File: config.mk
export PLATFORM = sky130hd
export DESIGN_NAME = key_display_sequencer_flat
export DESIGN_NICKNAME = d
export VERILOG_FILES = /design/src/rtl/keypad_pkg.sv /design/src/rtl/key_display_sequencer_if.sv /design/src/rtl/refresh_divider.sv /design/src/rtl/key_display_sequencer.sv /design/src/flat_wrapper.sv
export SDC_FILE = /design/constraint.sdc
export NUM_CORES = 1
export LEC_CHECK = 0
export ABC_AREA = 1
export CAP_MARGIN = 30
export CORE_AREA = 5 5 63 65
export CTS_CLUSTER_DIAMETER = 200
export CTS_CLUSTER_SIZE = 12
export DETAILED_ROUTE_END_ITERATION = 8
export DIE_AREA = 0 0 68 70
export HOLD_SLACK_MARGIN = 0.15
export PLACE_DENSITY = 0.64
export SLEW_MARGIN = 10
export SYNTH_ARGS = -nofsm -noshare
export SYNTH_HDL_FRONTEND = slang
export SYNTH_SLANG_ARGS = --single-unit
File: constraint.sdc
create_clock -name clk -period 1.7 [get_ports clk]
set_input_delay 0.34 -clock clk [delete_from_list [all_inputs] [get_ports clk]]
set_output_delay 0.34 -clock clk [all_outputs]
set_load 0.02 [all_outputs]
File: src/rtl/keypad_pkg.sv
// Shared types and default constants for the key display sequencer.
// Latency: n/a (types and constants only).
// Backpressure: n/a.
package keypad_pkg;

  // Hex code reported by the keypad scanner.
  typedef logic [3:0] key_code_t;

  // Key acceptance FSM states.
  typedef enum logic [2:0] {
    IDLE       = 3'd0,
    PRESS_DB   = 3'd1,
    ACCEPT     = 3'd2,
    HELD       = 3'd3,
    RELEASE_DB = 3'd4
  } kd_state_t;

  // Default debounce window in clk cycles (press and release).
  localparam int DEBOUNCE_CYCLES_DEF = 20000;
  // Default number of clk cycles each display digit stays selected.
  localparam int REFRESH_CYCLES_DEF  = 1000;

endpackage

File: src/rtl/key_display_sequencer_if.sv
// Scanner and display signal bundle for the key display sequencer.
// Latency: n/a (wiring only).
// Backpressure: none; scan_hold is the only feedback that throttles the scanner.
interface key_display_sequencer_if;
  import keypad_pkg::*;

  logic      key_valid;
  key_code_t key_code;
  logic      scan_hold;
  key_code_t prev_num;
  logic      key_strobe;
  key_code_t digit_new;
  key_code_t digit_old;
  logic      disp_sel;
  key_code_t disp_code;

  // Scanner / environment side.
  modport master (
    output key_valid, key_code,
    input  scan_hold, prev_num, key_strobe, digit_new, digit_old, disp_sel, disp_code
  );

  // Sequencer side.
  modport slave (
    input  key_valid, key_code,
    output scan_hold, prev_num, key_strobe, digit_new, digit_old, disp_sel, disp_code
  );

endinterface

File: src/rtl/refresh_divider.sv
// Free-running display refresh divider: toggles the digit select every REFRESH_CYCLES clocks.
// Latency: o_disp_sel changes on the clock edge where the counter wraps to 0.
// Backpressure: none; runs unconditionally and is never reset by key activity.
module refresh_divider
  import keypad_pkg::*;
#(
  parameter int REFRESH_CYCLES = REFRESH_CYCLES_DEF
) (
  input  logic clk,
  input  logic nrst,
  output logic o_disp_sel
);

  localparam int CNT_W = (REFRESH_CYCLES > 1) ? $clog2(REFRESH_CYCLES) : 1;
  localparam logic [CNT_W-1:0] CNT_LAST = CNT_W'(REFRESH_CYCLES - 1);

  logic [CNT_W-1:0] r_cnt;
  logic             r_disp_sel;

  // Count 0..REFRESH_CYCLES-1 and flip the selected digit on each wrap.
  always_ff @(posedge clk or negedge nrst) begin
    if (!nrst) begin
      r_cnt      <= '0;
      r_disp_sel <= 1'b0;
    end else if (r_cnt == CNT_LAST) begin
      r_cnt      <= '0;
      r_disp_sel <= ~r_disp_sel;
    end else begin
      r_cnt      <= r_cnt + 1'b1;
    end
  end

  assign o_disp_sel = r_disp_sel;

endmodule

File: src/rtl/key_display_sequencer.sv
// Debounces keypad presses/releases, keeps the last two accepted keys and multiplexes them to a 2-digit display.
// Latency: accept strobe DEBOUNCE_CYCLES+1 cycles after a stable press; disp_code lags disp_sel/digits by 1 cycle.
// Backpressure: scan_hold freezes the scanner from press detection until the release is debounced.
// Build option: define KEY_DEBOUNCE_EN for counted debounce; otherwise press/release filters last one cycle.
module key_display_sequencer
  import keypad_pkg::*;
#(
  parameter int DEBOUNCE_CYCLES = DEBOUNCE_CYCLES_DEF,
  parameter int REFRESH_CYCLES  = REFRESH_CYCLES_DEF
) (
  input  logic                    clk,
  input  logic                    nrst,
  key_display_sequencer_if.slave  kd
);

  kd_state_t r_state;
  key_code_t r_cand;
  key_code_t r_digit_new;
  key_code_t r_digit_old;
  key_code_t r_disp_code;
  logic      r_key_strobe;
  logic      r_scan_hold;
  logic      w_disp_sel;

`ifdef KEY_DEBOUNCE_EN
  localparam int CNT_W = (DEBOUNCE_CYCLES > 1) ? $clog2(DEBOUNCE_CYCLES) : 1;
  localparam logic [CNT_W-1:0] CNT_LAST = CNT_W'(DEBOUNCE_CYCLES - 1);

  logic [CNT_W-1:0] r_cnt;
`else
  // Debounce length has no effect when the filter is compiled out.
  if (DEBOUNCE_CYCLES < 1) begin : g_debounce_unused
  end
`endif

  // Key acceptance FSM; strobe, digits and scan_hold are registered alongside the state change.
  // Digits are loaded on entry to ACCEPT so they become visible together with key_strobe.
  always_ff @(posedge clk or negedge nrst) begin
    if (!nrst) begin
      r_state      <= IDLE;
      r_cand       <= '0;
      r_digit_new  <= '0;
      r_digit_old  <= '0;
      r_key_strobe <= 1'b0;
      r_scan_hold  <= 1'b0;
`ifdef KEY_DEBOUNCE_EN
      r_cnt        <= '0;
`endif
    end else begin
      r_key_strobe <= 1'b0;
      case (r_state)
        IDLE: begin
          if (kd.key_valid) begin
            r_cand      <= kd.key_code;
            r_state     <= PRESS_DB;
            r_scan_hold <= 1'b1;
`ifdef KEY_DEBOUNCE_EN
            r_cnt       <= '0;
`endif
          end
        end

        PRESS_DB: begin
          if (!kd.key_valid || (kd.key_code != r_cand)) begin
            r_state     <= IDLE;
            r_scan_hold <= 1'b0;
          end else begin
`ifdef KEY_DEBOUNCE_EN
            r_cnt <= r_cnt + 1'b1;
            if (r_cnt == CNT_LAST) begin
              r_state      <= ACCEPT;
              r_key_strobe <= 1'b1;
              r_digit_old  <= r_digit_new;
              r_digit_new  <= r_cand;
            end
`else
            r_state      <= ACCEPT;
            r_key_strobe <= 1'b1;
            r_digit_old  <= r_digit_new;
            r_digit_new  <= r_cand;
`endif
          end
        end

        ACCEPT: begin
          r_state <= HELD;
        end

        HELD: begin
          // A code change while still pressed is ignored; only a release matters here.
          if (!kd.key_valid) begin
            r_state <= RELEASE_DB;
`ifdef KEY_DEBOUNCE_EN
            r_cnt   <= '0;
`endif
          end
        end

        RELEASE_DB: begin
          if (kd.key_valid) begin
            r_state <= HELD;
          end else begin
`ifdef KEY_DEBOUNCE_EN
            r_cnt <= r_cnt + 1'b1;
            if (r_cnt == CNT_LAST) begin
              r_state     <= IDLE;
              r_scan_hold <= 1'b0;
            end
`else
            r_state     <= IDLE;
            r_scan_hold <= 1'b0;
`endif
          end
        end

        default: begin
          r_state     <= IDLE;
          r_scan_hold <= 1'b0;
        end
      endcase
    end
  end

  refresh_divider #(
    .REFRESH_CYCLES (REFRESH_CYCLES)
  ) u_refresh_divider (
    .clk        (clk),
    .nrst       (nrst),
    .o_disp_sel (w_disp_sel)
  );

  // Register the selected digit so the display bus is glitch-free.
  always_ff @(posedge clk or negedge nrst) begin
    if (!nrst) begin
      r_disp_code <= '0;
    end else begin
      r_disp_code <= w_disp_sel ? r_digit_old : r_digit_new;
    end
  end

  assign kd.scan_hold  = r_scan_hold;
  assign kd.prev_num   = r_digit_new;
  assign kd.key_strobe = r_key_strobe;
  assign kd.digit_new  = r_digit_new;
  assign kd.digit_old  = r_digit_old;
  assign kd.disp_sel   = w_disp_sel;
  assign kd.disp_code  = r_disp_code;

endmodule

File: src/flat_wrapper.sv
// flat-port wrapper written by rule: the top's interface ports become plain ports
module key_display_sequencer_flat import keypad_pkg::*;
#(
  parameter int DEBOUNCE_CYCLES = DEBOUNCE_CYCLES_DEF,
  parameter int REFRESH_CYCLES  = REFRESH_CYCLES_DEF
)
  (clk, nrst, kd_key_valid, kd_key_code, kd_scan_hold, kd_prev_num, kd_key_strobe, kd_digit_new, kd_digit_old, kd_disp_sel, kd_disp_code);
  key_display_sequencer_if kd_i ();
  input  logic clk;
  input  logic nrst;
  input wire logic [$bits(kd_i.key_valid)-1:0] kd_key_valid;
  input wire logic [$bits(kd_i.key_code)-1:0] kd_key_code;
  output wire logic [$bits(kd_i.scan_hold)-1:0] kd_scan_hold;
  output wire logic [$bits(kd_i.prev_num)-1:0] kd_prev_num;
  output wire logic [$bits(kd_i.key_strobe)-1:0] kd_key_strobe;
  output wire logic [$bits(kd_i.digit_new)-1:0] kd_digit_new;
  output wire logic [$bits(kd_i.digit_old)-1:0] kd_digit_old;
  output wire logic [$bits(kd_i.disp_sel)-1:0] kd_disp_sel;
  output wire logic [$bits(kd_i.disp_code)-1:0] kd_disp_code;
  assign kd_i.key_valid = kd_key_valid;
  assign kd_i.key_code = kd_key_code;
  assign kd_scan_hold = kd_i.scan_hold;
  assign kd_prev_num = kd_i.prev_num;
  assign kd_key_strobe = kd_i.key_strobe;
  assign kd_digit_new = kd_i.digit_new;
  assign kd_digit_old = kd_i.digit_old;
  assign kd_disp_sel = kd_i.disp_sel;
  assign kd_disp_code = kd_i.disp_code;
  key_display_sequencer #(.DEBOUNCE_CYCLES(DEBOUNCE_CYCLES), .REFRESH_CYCLES(REFRESH_CYCLES)) u_core (.clk(clk), .nrst(nrst), .kd(kd_i));
endmodule
# Word level (Yosys, flattened, before mapping)
# Index checks and enable logic that the tools add are counted.
# Widths: inputs -> output; s select.
[word_totals]
register_bits = 32
out_inout_bits = 19
elab_cells = 44
[classes]
addsub = 1
eq_ne = 10
muxes = 13
bitwise = 3
n_reduce_logical = 8
[ops]
columns = ["operator", "n"]
rows = [
  ["$pmux 3 s5", 1],
  ["$add 10x1->10 const B", 1],
  ["$eq 10x10->1 const B", 1],
  ["$mux 10", 1],
  ["$eq 3x2->1 const B", 2],
  ["$mux 3", 2],
  ["$ne 2x2->1 const B", 3],
  ["$reduce_and 2->1", 3],
  ["$mux 1", 5],
  ["$mux 2", 2],
  ["$mux 4", 1],
  ["$ne 4x4->1", 1],
  ["$pmux 1 s4", 1],
  ["$reduce_and 4->1", 1],
  ["$eq 3x1->1 const B", 1],
  ["$eq 3x3->1 const B", 1],
  ["$logic_not 3->1", 1],
  ["$not 1->1", 3],
  ["$ne 2x1->1 const B", 1],
  ["$reduce_or 2->1", 1],
  ["$logic_not 1->1", 1],
  ["$logic_or 1x1->1", 1],
]

# Depth between registers and ports, before layout
# Gate-level depths: netlist of run 1.
[depth]
ltp_word = 4
mapped_depth = 8
ltp_nobuf = 8

# Modules after synthesis
# From an unflattened synthesis of run 1, not the netlist that was laid out.
[unflattened]
cells_unflattened = 180
hier_area_um2 = 1526.5
[modules_own_cells]
columns = ["mod", "n_inst", "cells_each", "area_each_um2", "seq_area_each_um2"]
rows = [
  ["key_display_sequencer", 1, 106, 969.7, 525.5],
  ["refresh_divider", 1, 74, 556.8, 275.3],
]

# Least setup slack after synthesis of run 1
# Ideal clock, no wire load.
[synth_timing]
path_type = "reg-to-reg"
from = "reg u_core.u_refresh_divider.r_cnt[0]"
to = "reg u_core.u_refresh_divider.r_cnt[0]"
setup_ns = 0.063
arrival_ns = 1.271
setup_slack_ns = 0.366
path_stages_with_launch = 8
n_path_buf = 0
synth_period_minus_slack_ns = 1.334
path_cell_list = "dfrtp_1 -> ha_1 -> nand2_1 -> nor3_1 -> nand3_1 -> inv_1 -> or2_2 -> inv_1"
[synth_between]
elab_chain_len = 2
[synth_rtl]
columns = ["element", "line", "source"]
rows = [
  ["start, declared", "refresh_divider.sv:17", "logic [CNT_W-1:0] r_cnt;"],
  ["start signal, assigned", "refresh_divider.sv:29", "r_cnt <= r_cnt + 1'b1;"],
  ["$add 10x1->10 or $eq 10x10->1 (tied branches)", "refresh_divider.sv:29, refresh_divider.sv:25", ""],
  ["$mux 10 (*)", "refresh_divider.sv:25", "end else if (r_cnt == CNT_LAST) begin"],
]
# Every way passes the cells marked *; elsewhere a longest branch is shown, timed or not.
# A chain may end at the register's enable or synchronous reset.

# Final worst setup path of run 1
[layout_timing]
from = "reg u_core.r_key_strobe (netlist: u_core.kd.key_strobe)"
to = "out kd_key_strobe"
[layout_rtl]
columns = ["element", "line", "source"]
rows = [
  ["start, declared", "key_display_sequencer.sv:21", "logic r_key_strobe;"],
  ["start signal, assigned", "key_display_sequencer.sv:44", "r_key_strobe <= 1'b0;"],
  ["start signal, assigned", "key_display_sequencer.sv:50", "r_key_strobe <= 1'b0;"],
  ["start signal, assigned", "key_display_sequencer.sv:78", "r_key_strobe <= 1'b1;"],
  ["end, declared", "flat_wrapper.sv:15", "output wire logic [$bits(kd_i.key_strobe)-1:0] kd_key_strobe;"],
]
# No word-level cell between the ends.

==> metrics, run 1 <==
CTS buffer count 5; clk sinks 32; Final Hold Viols 0; pwr dens 1452 mW/mm^2; period utilization 0.9641; Mapped Area approximately 0.0014 sq mm; # diodes 0; GRT Residual Overflow 0; Post-DRT Antenna Nets 0; H-tree depth 2; commonest non-fill, non-tap cell in the layout nand2_1; Avg Cell Area, Syn 8.835 sq um; clock latency on the worst-skew pair ~330 ps; share of layout cells above drive strength 1 0.1192; Worst Setup End Kind primary output; Final Critical Period 1639 ps; Startpoint Class flip-flop; final WL approximately 2700 microns; die height 70 microns; maxcap violations 0; status finished clean; EDFF count, synth 0; CTS tree yes; Initial Util 0.4385; Final HPWL DP 1990 microns; Post-Syn Instances 163; CP Class flip-flop to primary output; via/cell ratio 4.615; Synth cell types 21; most frequent cells in the layout nand2_1 (41), dfrtp_1 (32), inv_1 (27); DRC viols 0; Clock Skews between 10 and 15 ps; Fmax 610.2 MHz; Post-synth top flop dfrtp_1; area of the die between 0.004 and 0.005 sq mm; Leak 0.9671 nW; Hold Path Class input port to asynchronous set/reset pin; DRT iter0 DRCs between 60 and 70; Ports 26; total number of vias 1,103; Async SR Flop Fraction 1.000; Rows 21; Final Slew Violations 0; worst slack at placement -31.12 ps; syn nets 171; placed cells between 200 and 250; wire per inst approximately 11 microns; Max VDD drop 0.7464 mV; register area share after synthesis 0.5560; number of post-CTS setup repair buffers 0; largest net degree at the start of global routing 33; CP bufs+invs 1; Layout Nets 200; peak per-stage delay on the critical path 610 ps; slowest CP cell clkdlybuf4s50_1; Setup Viol. Count Final 0; r2r setup slk 170 ps; relative slew slack 0.7304; WP data arrival 1300 ps; CP cell instances clkdlybuf4s50_1; vias in the first global route 1,144; Die X 68 microns; CP required 1360 ps; initial antenna violation count 0; Setup WS post-layout ~61 ps; clock slew at reported path FFs 100 ps; Area Growth Syn to Fin 26.41%; Hold-fix buffers, CTS 0; first-pass GRT wire length 4830 microns; Port-buffer cells 25; Initial DRT Pass Iterations 4; RD Place Congestion 0.8334; family with the most delay on the worst path buffers and inverters; unrepaired setup endpoints after global routing no; CTS root buf clkbuf_4; core area around 0.0033 sq mm; Finished Layout Cells 239; worst slew pin tran around 400 ps; Total GRT Usage 0.1346; yosys warns 0; Clock Tree Buf Depth 2; fill cell count between 300 and 400; #FFs+latches synth 32; CP max FO 1
## flip-flops by register name, indices dropped and copies added, names as in the netlist, 3 cells and up
name	flops
u_core.kd.disp_code	4
u_core.kd.digit_new	4
u_core.u_refresh_divider.r_cnt	10
u_core.r_cand	4
u_core.kd.digit_old	4
u_core.r_state	3
## cells by family after synthesis
group,synth area share
buffers and inverters,0.1017
XOR/XNOR,0.02433
AND/OR/NAND/NOR,0.1946
AO/OA/AOI/OAI,0.1147
adder cells (fa/ha/maj),0.008687
flip-flops,0.5560
## metal layers
metal  up-vias  GRT usage  share of wire
met5         -          0              0
met4         0    0.06402          0.020
met3         5    0.05449          0.048
met2        19     0.2163           0.50
met1       515     0.1513           0.43
li1        564          -              -
## metrics by stage
stage                     instance area [sq um]  hold WS, ps  TNS (ps)    util  power, W
after floorplan                            1440        44.41         0       -  0.001689
after detailed placement                   1725        470.8    -31.12  0.5253  0.002089
after global placement                     1725        460.8    -2.495  0.5253  0.002065
after CTS                                  1810        394.9         0  0.5512  0.002694
after global routing                       1821        409.7         0  0.5543  0.002819
final                                      1821        387.3         0  0.5543  0.002643
## synthesized netlist by cell type (all sizes together) (2+ instances only)
master | n | area share
dfrtp | 32 | 0.56
buf | 5 | 0.029
inv | 27 | 0.070
a21oi | 5 | 0.017
nand3 | 5 | 0.026
xnor2 | 2 | 0.012
xor2 | 2 | 0.012
nand2 | 43 | 0.12
nor2 | 14 | 0.038
o21ai | 20 | 0.088
nor3 | 3 | 0.010
## report_power, final
| group | internal [W] | leakage, nW | switching, W |
|---|---|---|---|
| Combinational | 0.000368 | 0.505 | 0.000549 |
| Clock | 0.000390 | 0.0515 | 0.000250 |
| Sequential | 0.000948 | 0.410 | 0.000137 |
## what timing repair did
item | 4_1_cts | 5_1_grt
cloned | 0 | 0
resized for setup | 8 | 4
endpoints found under the setup margin | 8 | 4
## path summary, 6_finish.rpt
kind                                                             start                                           to  cells after the start
setup / recovery                        u_core.kd.key_strobe$_DFF_PN0_                                kd_key_strobe                      1
hold / removal                                                    nrst  u_core.u_refresh_divider.r_cnt[3]$_DFF_PN0_                      2
setup reg to reg           u_core.u_refresh_divider.r_cnt[0]$_DFF_PN0_  u_core.u_refresh_divider.r_cnt[0]$_DFF_PN0_                      7
hold reg to reg                        u_core.kd.scan_hold$_DFFE_PN0P_              u_core.kd.scan_hold$_DFFE_PN0P_                      2
max in group asynchronous                                         nrst             u_core.kd.disp_code[2]$_DFF_PN0_                      2
min in group clk                       u_core.kd.scan_hold$_DFFE_PN0P_              u_core.kd.scan_hold$_DFFE_PN0P_                      2
## final cells by class
| type | count | area, sq um | area share |
|---|---|---|---|
| flip-flops and latches | 32 | 800.8 | 0.4399 |
| multi-input cells | 98 | 493.0 | 0.2708 |
| repair buffers | 28 | 272.8 | 0.1498 |
| inverters | 27 | 101.3 | 0.05567 |
| clock buffers | 7 | 65.06 | 0.03574 |
| well taps | 46 | 57.56 | 0.03162 |
| clock inverters | 1 | 30.03 | 0.01649 |
No activity file was read; power rests on OpenSTA's default activity.
==> run 2, diff against run 1 <==
--- a/config.mk
+++ b/config.mk
@@ -7,13 +7,13 @@
 export LEC_CHECK = 0
 export ABC_AREA = 1
 export CAP_MARGIN = 30
-export CORE_AREA = 5 5 63 65
+export CORE_AREA = 5 5 82 84
 export CTS_CLUSTER_DIAMETER = 200
 export CTS_CLUSTER_SIZE = 12
 export DETAILED_ROUTE_END_ITERATION = 8
-export DIE_AREA = 0 0 68 70
+export DIE_AREA = 0 0 87 89
 export HOLD_SLACK_MARGIN = 0.15
-export PLACE_DENSITY = 0.64
+export PLACE_DENSITY = 0.4
 export SLEW_MARGIN = 10
 export SYNTH_ARGS = -nofsm -noshare
 export SYNTH_HDL_FRONTEND = slang
==> metrics, run 2 (synthesis gave the netlist of run 1 again) <==
Setup Viol. Count Final 0 (unchanged); Final HPWL DP 2095 microns (was 1990 microns); vias in the first global route 1,067 (was 1,144); Final Critical Period 1649 ps (was 1639 ps); via/cell ratio 4.056 (was 4.615); worst slew pin tran 419.9 ps (was 404.4 ps); RR Startpoint u_core.u_refresh_divider.r_cnt[0]$_DFF_PN0_ (unchanged); Worst Setup SP u_core.kd.digit_old[0]$_DFFE_PN0P_ (was u_core.kd.key_strobe$_DFF_PN0_); slowest CP cell clkdlybuf4s50_1 (unchanged); largest net degree at the start of global routing 33 (unchanged); Ports 26 (unchanged); Clock Skews 4.108 ps (was 11.46 ps); # diodes 0 (unchanged); Rows 28 (was 21); Leak 0.9116 nW (was 0.9671 nW); DRC viols 0 (unchanged); maxcap violations 0 (unchanged); post-layout util 0.3174 (was 0.5543); commonest non-fill, non-tap cell in the layout nand2_1 (unchanged); worst slack at placement -65.09 ps (was -31.12 ps); CP bufs+invs 1 (unchanged); Port-buffer cells 25 (unchanged); CTS tree yes (unchanged); CP cell instances clkdlybuf4s50_1 (unchanged); RD Place Congestion 0.7237 (was 0.8334); CP required 1360 ps (about the same); Hold-fix buffers, CTS 0 (unchanged); Layout Nets 200 (unchanged); CTS root buf clkbuf_8 (was clkbuf_4); relative slew slack 0.7201 (was 0.7304); final WL 2816 microns (was 2661 microns); Clock Tree Buf Depth 2 (unchanged); Initial Util 0.2462 (was 0.4385); grt met3 use 0.03594 (was 0.05449); CP max FO 3 (was 1); CTS buffer count 5 (unchanged); CP Class flip-flop to primary output (unchanged); r2r setup slk 180 ps (was 170 ps); Post-DRT Antenna Nets 0 (unchanged); met2 Resource Use GR 0.1332 (was 0.2163); Max VDD drop 0.5632 mV (was 0.7464 mV); status finished clean (unchanged); first-pass GRT wire length 4795 microns (was 4830 microns); Total GRT Usage 0.08146 (was 0.1346); Final Hold Viols 0 (unchanged); Setup WS post-layout 51.41 ps (was 61.10 ps); clock slew at reported path FFs 70 ps (was 100 ps); Die X 87 microns (was 68 microns); Hold Path Class input port to asynchronous set/reset pin (unchanged); Final Slew Violations 0 (unchanged); layer carrying the most global-route usage met2 (unchanged); core area 0.005851 sq mm (was 0.003284 sq mm); period utilization 0.9698 (was 0.9641); Fmax 606.6 MHz (was 610.2 MHz); Initial DRT Pass Iterations 4 (unchanged); die height 89 microns (was 70 microns); wire per inst 10.51 microns (was 11.13 microns); Startpoint Class flip-flop (unchanged); clk sinks 32 (unchanged); max reg flops 10 (unchanged); met1 usage 0.09478 (was 0.1513); H-tree depth 2 (unchanged); area of the die 0.007743 sq mm (was 0.004760 sq mm); peak per-stage delay on the critical path 620 ps (was 610 ps); GRT Residual Overflow 0 (unchanged); Top reg by flops u_core.u_refresh_divider.r_cnt (unchanged); WP data arrival 1310 ps (was 1300 ps); family with the most delay on the worst path buffers and inverters (unchanged); total number of vias 1,087 (was 1,103); clock latency on the worst-skew pair 280 ps (was 330 ps); Worst Setup End Kind primary output (unchanged); most frequent cells in the layout nand2_1 (41), dfrtp_1 (32), inv_1 (27), clkdlybuf4s50_1 (23) (was nand2_1 (41), dfrtp_1 (32), inv_1 (27)); Area Growth Syn to Fin 28.93% (was 26.41%); DRT iter0 DRCs 18 (was 64); share of layout cells above drive strength 1 0.1088 (was 0.1192); pwr dens 1431 mW/mm^2 (was 1452 mW/mm^2); total power draw 0.002658 W (was 0.002643 W); unrepaired setup endpoints after global routing no (unchanged); initial antenna violation count 0 (unchanged)
-- run 2: cell type report --
| cell class | count | area [sq um] |
|---|---|---|
| Sequential cell | 32 | 800.8 |
| Inverter | 27 | 101.3 |
| Fill cell | 596 | 3994 |
| Tap cell | 75 | 93.84 |
| Timing Repair Buffer | 28 | 277.8 |
| Multi-Input combinational cell | 98 | 493.0 |
| Clock buffer | 8 | 90.09 |
-- run 2: worst paths after layout --
kind,endpoint,cells past startpoint
min in group clk,u_core.kd.scan_hold$_DFFE_PN0P_,2
worst max-delay path,kd_digit_old[0],1
max in group asynchronous,u_core.r_cand[0]$_DFFE_PN0P_,2
worst max register to register,u_core.u_refresh_divider.r_cnt[0]$_DFF_PN0_,7
worst min-delay path,u_core.u_refresh_divider.r_cnt[2]$_DFF_PN0_,2
worst min register to register,u_core.kd.scan_hold$_DFFE_PN0P_,2
-- run 2: what timing repair did --
item | 4_1_cts | 5_1_grt
buffers inserted | 0 | 0
resized for setup | 0 | 2
setup endpoints to repair | 0 | 2
-- run 2: per-layer routing --
layer | up-vias | share of wire
li1 | 560 | -
met1 | 502 | 0.43
met2 | 18 | 0.50
met3 | 7 | 0.057
met4 | 0 | 0.016
met5 | - | 0
-- run 2: metrics by stage --
stage	std cells	TNS, ps	hold WS [ps]	area, sq um
finish	268	0	463.6	1857
global route	268	0	513.9	1857
CTS	268	0	482.9	1852
detailed placement	260	-146.5	466.3	1762
global placement	260	-94.01	463.0	1762
floorplan	163	0	44.41	1440
-- run 2: report_power, final --
group / internal, W / total (W) / leakage (nW) / switching (W)
clock: 0.000330 / 0.000604 / 0.0455 / 0.000274
sequential: 0.000950 / 0.00110 / 0.410 / 0.000148
combinational: 0.000421 / 0.000956 / 0.456 / 0.000535
total: 0.00170 / 0.00266 / 0.912 / 0.000957
==> run 3, diff against run 2 <==
--- a/config.mk
+++ b/config.mk
@@ -7,14 +7,15 @@
 export LEC_CHECK = 0
 export ABC_AREA = 1
 export CAP_MARGIN = 30
-export CORE_AREA = 5 5 82 84
+export CORE_AREA = 5 5 85 87
 export CTS_CLUSTER_DIAMETER = 200
 export CTS_CLUSTER_SIZE = 12
 export DETAILED_ROUTE_END_ITERATION = 8
-export DIE_AREA = 0 0 87 89
+export DIE_AREA = 0 0 90 92
 export HOLD_SLACK_MARGIN = 0.15
 export PLACE_DENSITY = 0.4
 export SLEW_MARGIN = 10
 export SYNTH_ARGS = -nofsm -noshare
 export SYNTH_HDL_FRONTEND = slang
+export SYNTH_HIERARCHICAL = 1
 export SYNTH_SLANG_ARGS = --single-unit
==> constraint.sdc (replaced) <==
create_clock -name clk -period 1.5 [get_ports clk]
set_input_delay 0.3 -clock clk [delete_from_list [all_inputs] [get_ports clk]]
set_output_delay 0.3 -clock clk [all_outputs]
set_load 0.02 [all_outputs]
==> metrics, run 3 <==
# diodes 0 (unchanged); share of layout cells above drive strength 1 0.1822 (was 0.1088); Synth area leaders dfrtp_1 (52%), nand2_1 (12%), inv_1 (5.2%) (was dfrtp_1 (56%), nand2_1 (11%), inv_1 (7.0%)); Post-Syn Instances 180 (was 163); worst slew pin tran 266.5 ps (was 419.9 ps); Initial Util 0.2432 (was 0.2462); largest net degree at the start of global routing 33 (unchanged); clock slew at reported path FFs 70 ps (about the same); total power draw 0.002988 W (was 0.002658 W); Setup WS post-layout 148.9 ps (was 51.41 ps); peak per-stage delay on the critical path 410 ps (was 620 ps); Final Hold Viols 0 (unchanged); RD Place Congestion 0.7223 (was 0.7237); Ports 26 (unchanged); #FFs+latches synth 32 (unchanged); Mapped Area 0.001526 sq mm (was 0.001440 sq mm); Leak 1.061 nW (was 0.9116 nW); relative slew slack 0.8223 (was 0.7201); placed cells 284 (was 260); Total GRT Usage 0.08180 (was 0.08146); H-tree depth 2 (unchanged); Final Slew Violations 0 (unchanged); Area Growth Syn to Fin 27.79% (was 28.93%); top-area cell type share of the netlist area 0.5246 (was 0.5560); cell area after layout 0.001951 sq mm (was 0.001857 sq mm); Avg Cell Area, Syn 8.480 sq um (was 8.835 sq um); Max VDD drop 0.7489 mV (was 0.5632 mV); Hold Path Class input port to asynchronous set/reset pin (unchanged); met2 Resource Use GR 0.1238 (was 0.1332); max reg flops 10 (unchanged); core area 0.006277 sq mm (was 0.005851 sq mm); placed cell area 0.001897 sq mm (was 0.001762 sq mm); Finished Layout Cells 291 (was 268); Setup Viol. Count Final 0 (unchanged); worst slack at placement -141.8 ps (was -65.09 ps); GRT Residual Overflow 0 (unchanged); Startpoint Class flip-flop (unchanged); Synth cell types 25 (was 21); Final Critical Period between 1000 and 1500 ps; grt met3 use 0.02619 (was 0.03594); first-pass GRT wire length 5485 microns (was 4795 microns); CP bufs+invs 1 (unchanged); DRT iter0 DRCs 21 (was 18); CP cell instances dlygate4sd2_1 (was clkdlybuf4s50_1); CTS root buf clkbuf_8 (unchanged); family with the most delay on the worst path flip-flops (was buffers and inverters); most frequent cells in the layout nand2_1 (49), dfrtp_1 (32), inv_1 (21), dlygate4sd2_1 (19), nor2_1 (18) (was nand2_1 (41), dfrtp_1 (32), inv_1 (27), clkdlybuf4s50_1 (23)); count leader, synth nand2_1 (unchanged); Post-synth top cells nand2_1 (49), dfrtp_1 (32), inv_1 (21) (was nand2_1 (41), dfrtp_1 (32), inv_1 (27)); area of the die 0.008280 sq mm (was 0.007743 sq mm); Async SR Flop Fraction 1.000 (unchanged); total number of vias 1,154 (was 1,087); Post-DRT Antenna Nets 0 (unchanged); slowest CP cell dfrtp_1 (was clkdlybuf4s50_1); layer carrying the most global-route usage met2 (unchanged); die height 92 microns (was 89 microns); CP max FO 4 (was 3); CTS tree yes (unchanged); wire per inst 10.77 microns (was 10.51 microns); Rows 29 (was 28); Fmax 740.1 MHz; CTS buffer count 5 (unchanged); maxcap violations 0 (unchanged); CP required 1200 ps (was 1360 ps); Layout Nets 222 (was 200); Port-buffer cells 25 (unchanged); register area share after synthesis 0.5246 (was 0.5560); via/cell ratio 3.966 (was 4.056); clk sinks 32 (unchanged); commonest non-fill, non-tap cell in the layout nand2_1 (unchanged); EDFF count, synth 0 (unchanged); fill cell count 674 (was 596); syn nets 188 (was 171); Worst Hold Slack 394.5 ps (was 463.6 ps); period utilization 0.9007; initial antenna violation count 0 (unchanged); pwr dens 1532 mW/mm^2 (was 1431 mW/mm^2); Top reg by flops u_core/u_refresh_divider/r_cnt (was u_core.u_refresh_divider.r_cnt); Synth area leader dfrtp_1 (unchanged); Final HPWL DP 2325 microns (was 2095 microns); met1 usage 0.1079 (was 0.09478); final WL 3135 microns (was 2816 microns); WP data arrival 1050 ps (was 1310 ps); Clock Skews 4.970 ps (was 4.108 ps); Worst Setup End Kind primary output (unchanged); Die X 90 microns (was 87 microns); unrepaired setup endpoints after global routing no (unchanged); Post-synth top flop dfrtp_1 (unchanged); Initial DRT Pass Iterations 2 (was 4); Clock Tree Buf Depth 2 (unchanged); yosys warns 6 (was 0); vias in the first global route 1,148 (was 1,067); clock latency on the worst-skew pair 280 ps (about the same); CP Class flip-flop to primary output (unchanged); status finished clean (unchanged); DRC viols 0 (unchanged)
run 3: cell count changes in the layout (fill, tap and decap cells not counted), sizes merged, moves of 4 or more:
cell           change
nand2             +10
clkdlybuf4s50     -17
dlygate4sd2       +19
buf                +4
nand3              +4
nor2               +8
run 3: cell type report:
class                   count  area (sq um)  area share
flip-flops and latches     32         800.8      0.4105
multi-input cells         113         571.8      0.2931
repair buffers             32         291.5      0.1495
inverters                  30         112.6     0.05773
well taps                  77         96.34     0.04939
clock buffers               6         72.57     0.03720
clock inverters             1         5.005    0.002566
run 3: worst paths after layout:
path                       cells after the start                                 end                          startpoint  slack [ps]
setup / recovery                               1                      kd_prev_num[1]  u_core/kd.digit_new[1]$_DFFE_PN0P_         150
hold / removal                                 2      u_core/kd.key_strobe$_DFF_PN0_                                nrst         390
setup reg to reg                               5  u_core/kd.digit_new[3]$_DFFE_PN0P_       u_core/r_state[1]$_DFFE_PN0P_         190
hold reg to reg                                2     u_core/kd.scan_hold$_DFFE_PN0P_     u_core/kd.scan_hold$_DFFE_PN0P_         480
max in group asynchronous                      2    u_core/kd.disp_code[2]$_DFF_PN0_                                nrst         930
min in group clk                               2     u_core/kd.scan_hold$_DFFE_PN0P_     u_core/kd.scan_hold$_DFFE_PN0P_         480
run 3: what timing repair did:
| action | CTS | global route |
|---|---|---|
| setup buffers | 0 | 0 |
| gates resized for setup | 19 | 0 |
| hold buffers | 0 | 0 |
| endpoints found under the setup margin | 19 | 0 |
run 3: kinds of logic (layout without fill, tap and decap cells):
group | after synthesis | count (layout) | share of synthesized area
adder cells (fa/ha/maj) | 1 | 1 | 0.008195
flip-flops | 32 | 32 | 0.5246
XOR/XNOR | 2 | 2 | 0.01148
AND/OR/NAND/NOR | 87 | 87 | 0.2566
buffers and inverters | 35 | 69 | 0.1008
AO/OA/AOI/OAI | 23 | 23 | 0.09836
run 3: worst reg2reg max path, stage by stage, from the launching register on:
cell,delay (ps)
dfrtp_1,400
nor2_1,160
o21a_1,200
nand3_4,240
nand2_1,150
o21ai_2,50
run 3: stage by stage:
step | TNS, ps | util
3_5_place_dp | -1549 | 0.3022
6_report | 0 | 0.3107
4_1_cts | 0 | 0.3107
2_1_floorplan | 0 | -
5_1_grt | 0 | 0.3107
3_3_place_gp | -1540 | 0.3022
run 3: power by group:
| group | internal [W] | leakage, nW | switching, W | total, W |
|---|---|---|---|---|
| Combinational | 0.000423 | 0.606 | 0.000702 | 0.00112 |
| Sequential | 0.00109 | 0.414 | 0.000160 | 0.00125 |
| Clock | 0.000315 | 0.0410 | 0.000302 | 0.000617 |
| Total | 0.00182 | 1.06 | 0.00116 | 0.00299 |
run 3: metal layers:
layer | routed length (microns) | up-vias
met1 | 1548 | 511
met4 | 41 | 0
met5 | 0 | -
met2 | 1418 | 19
li1 | - | 619
met3 | 126 | 5
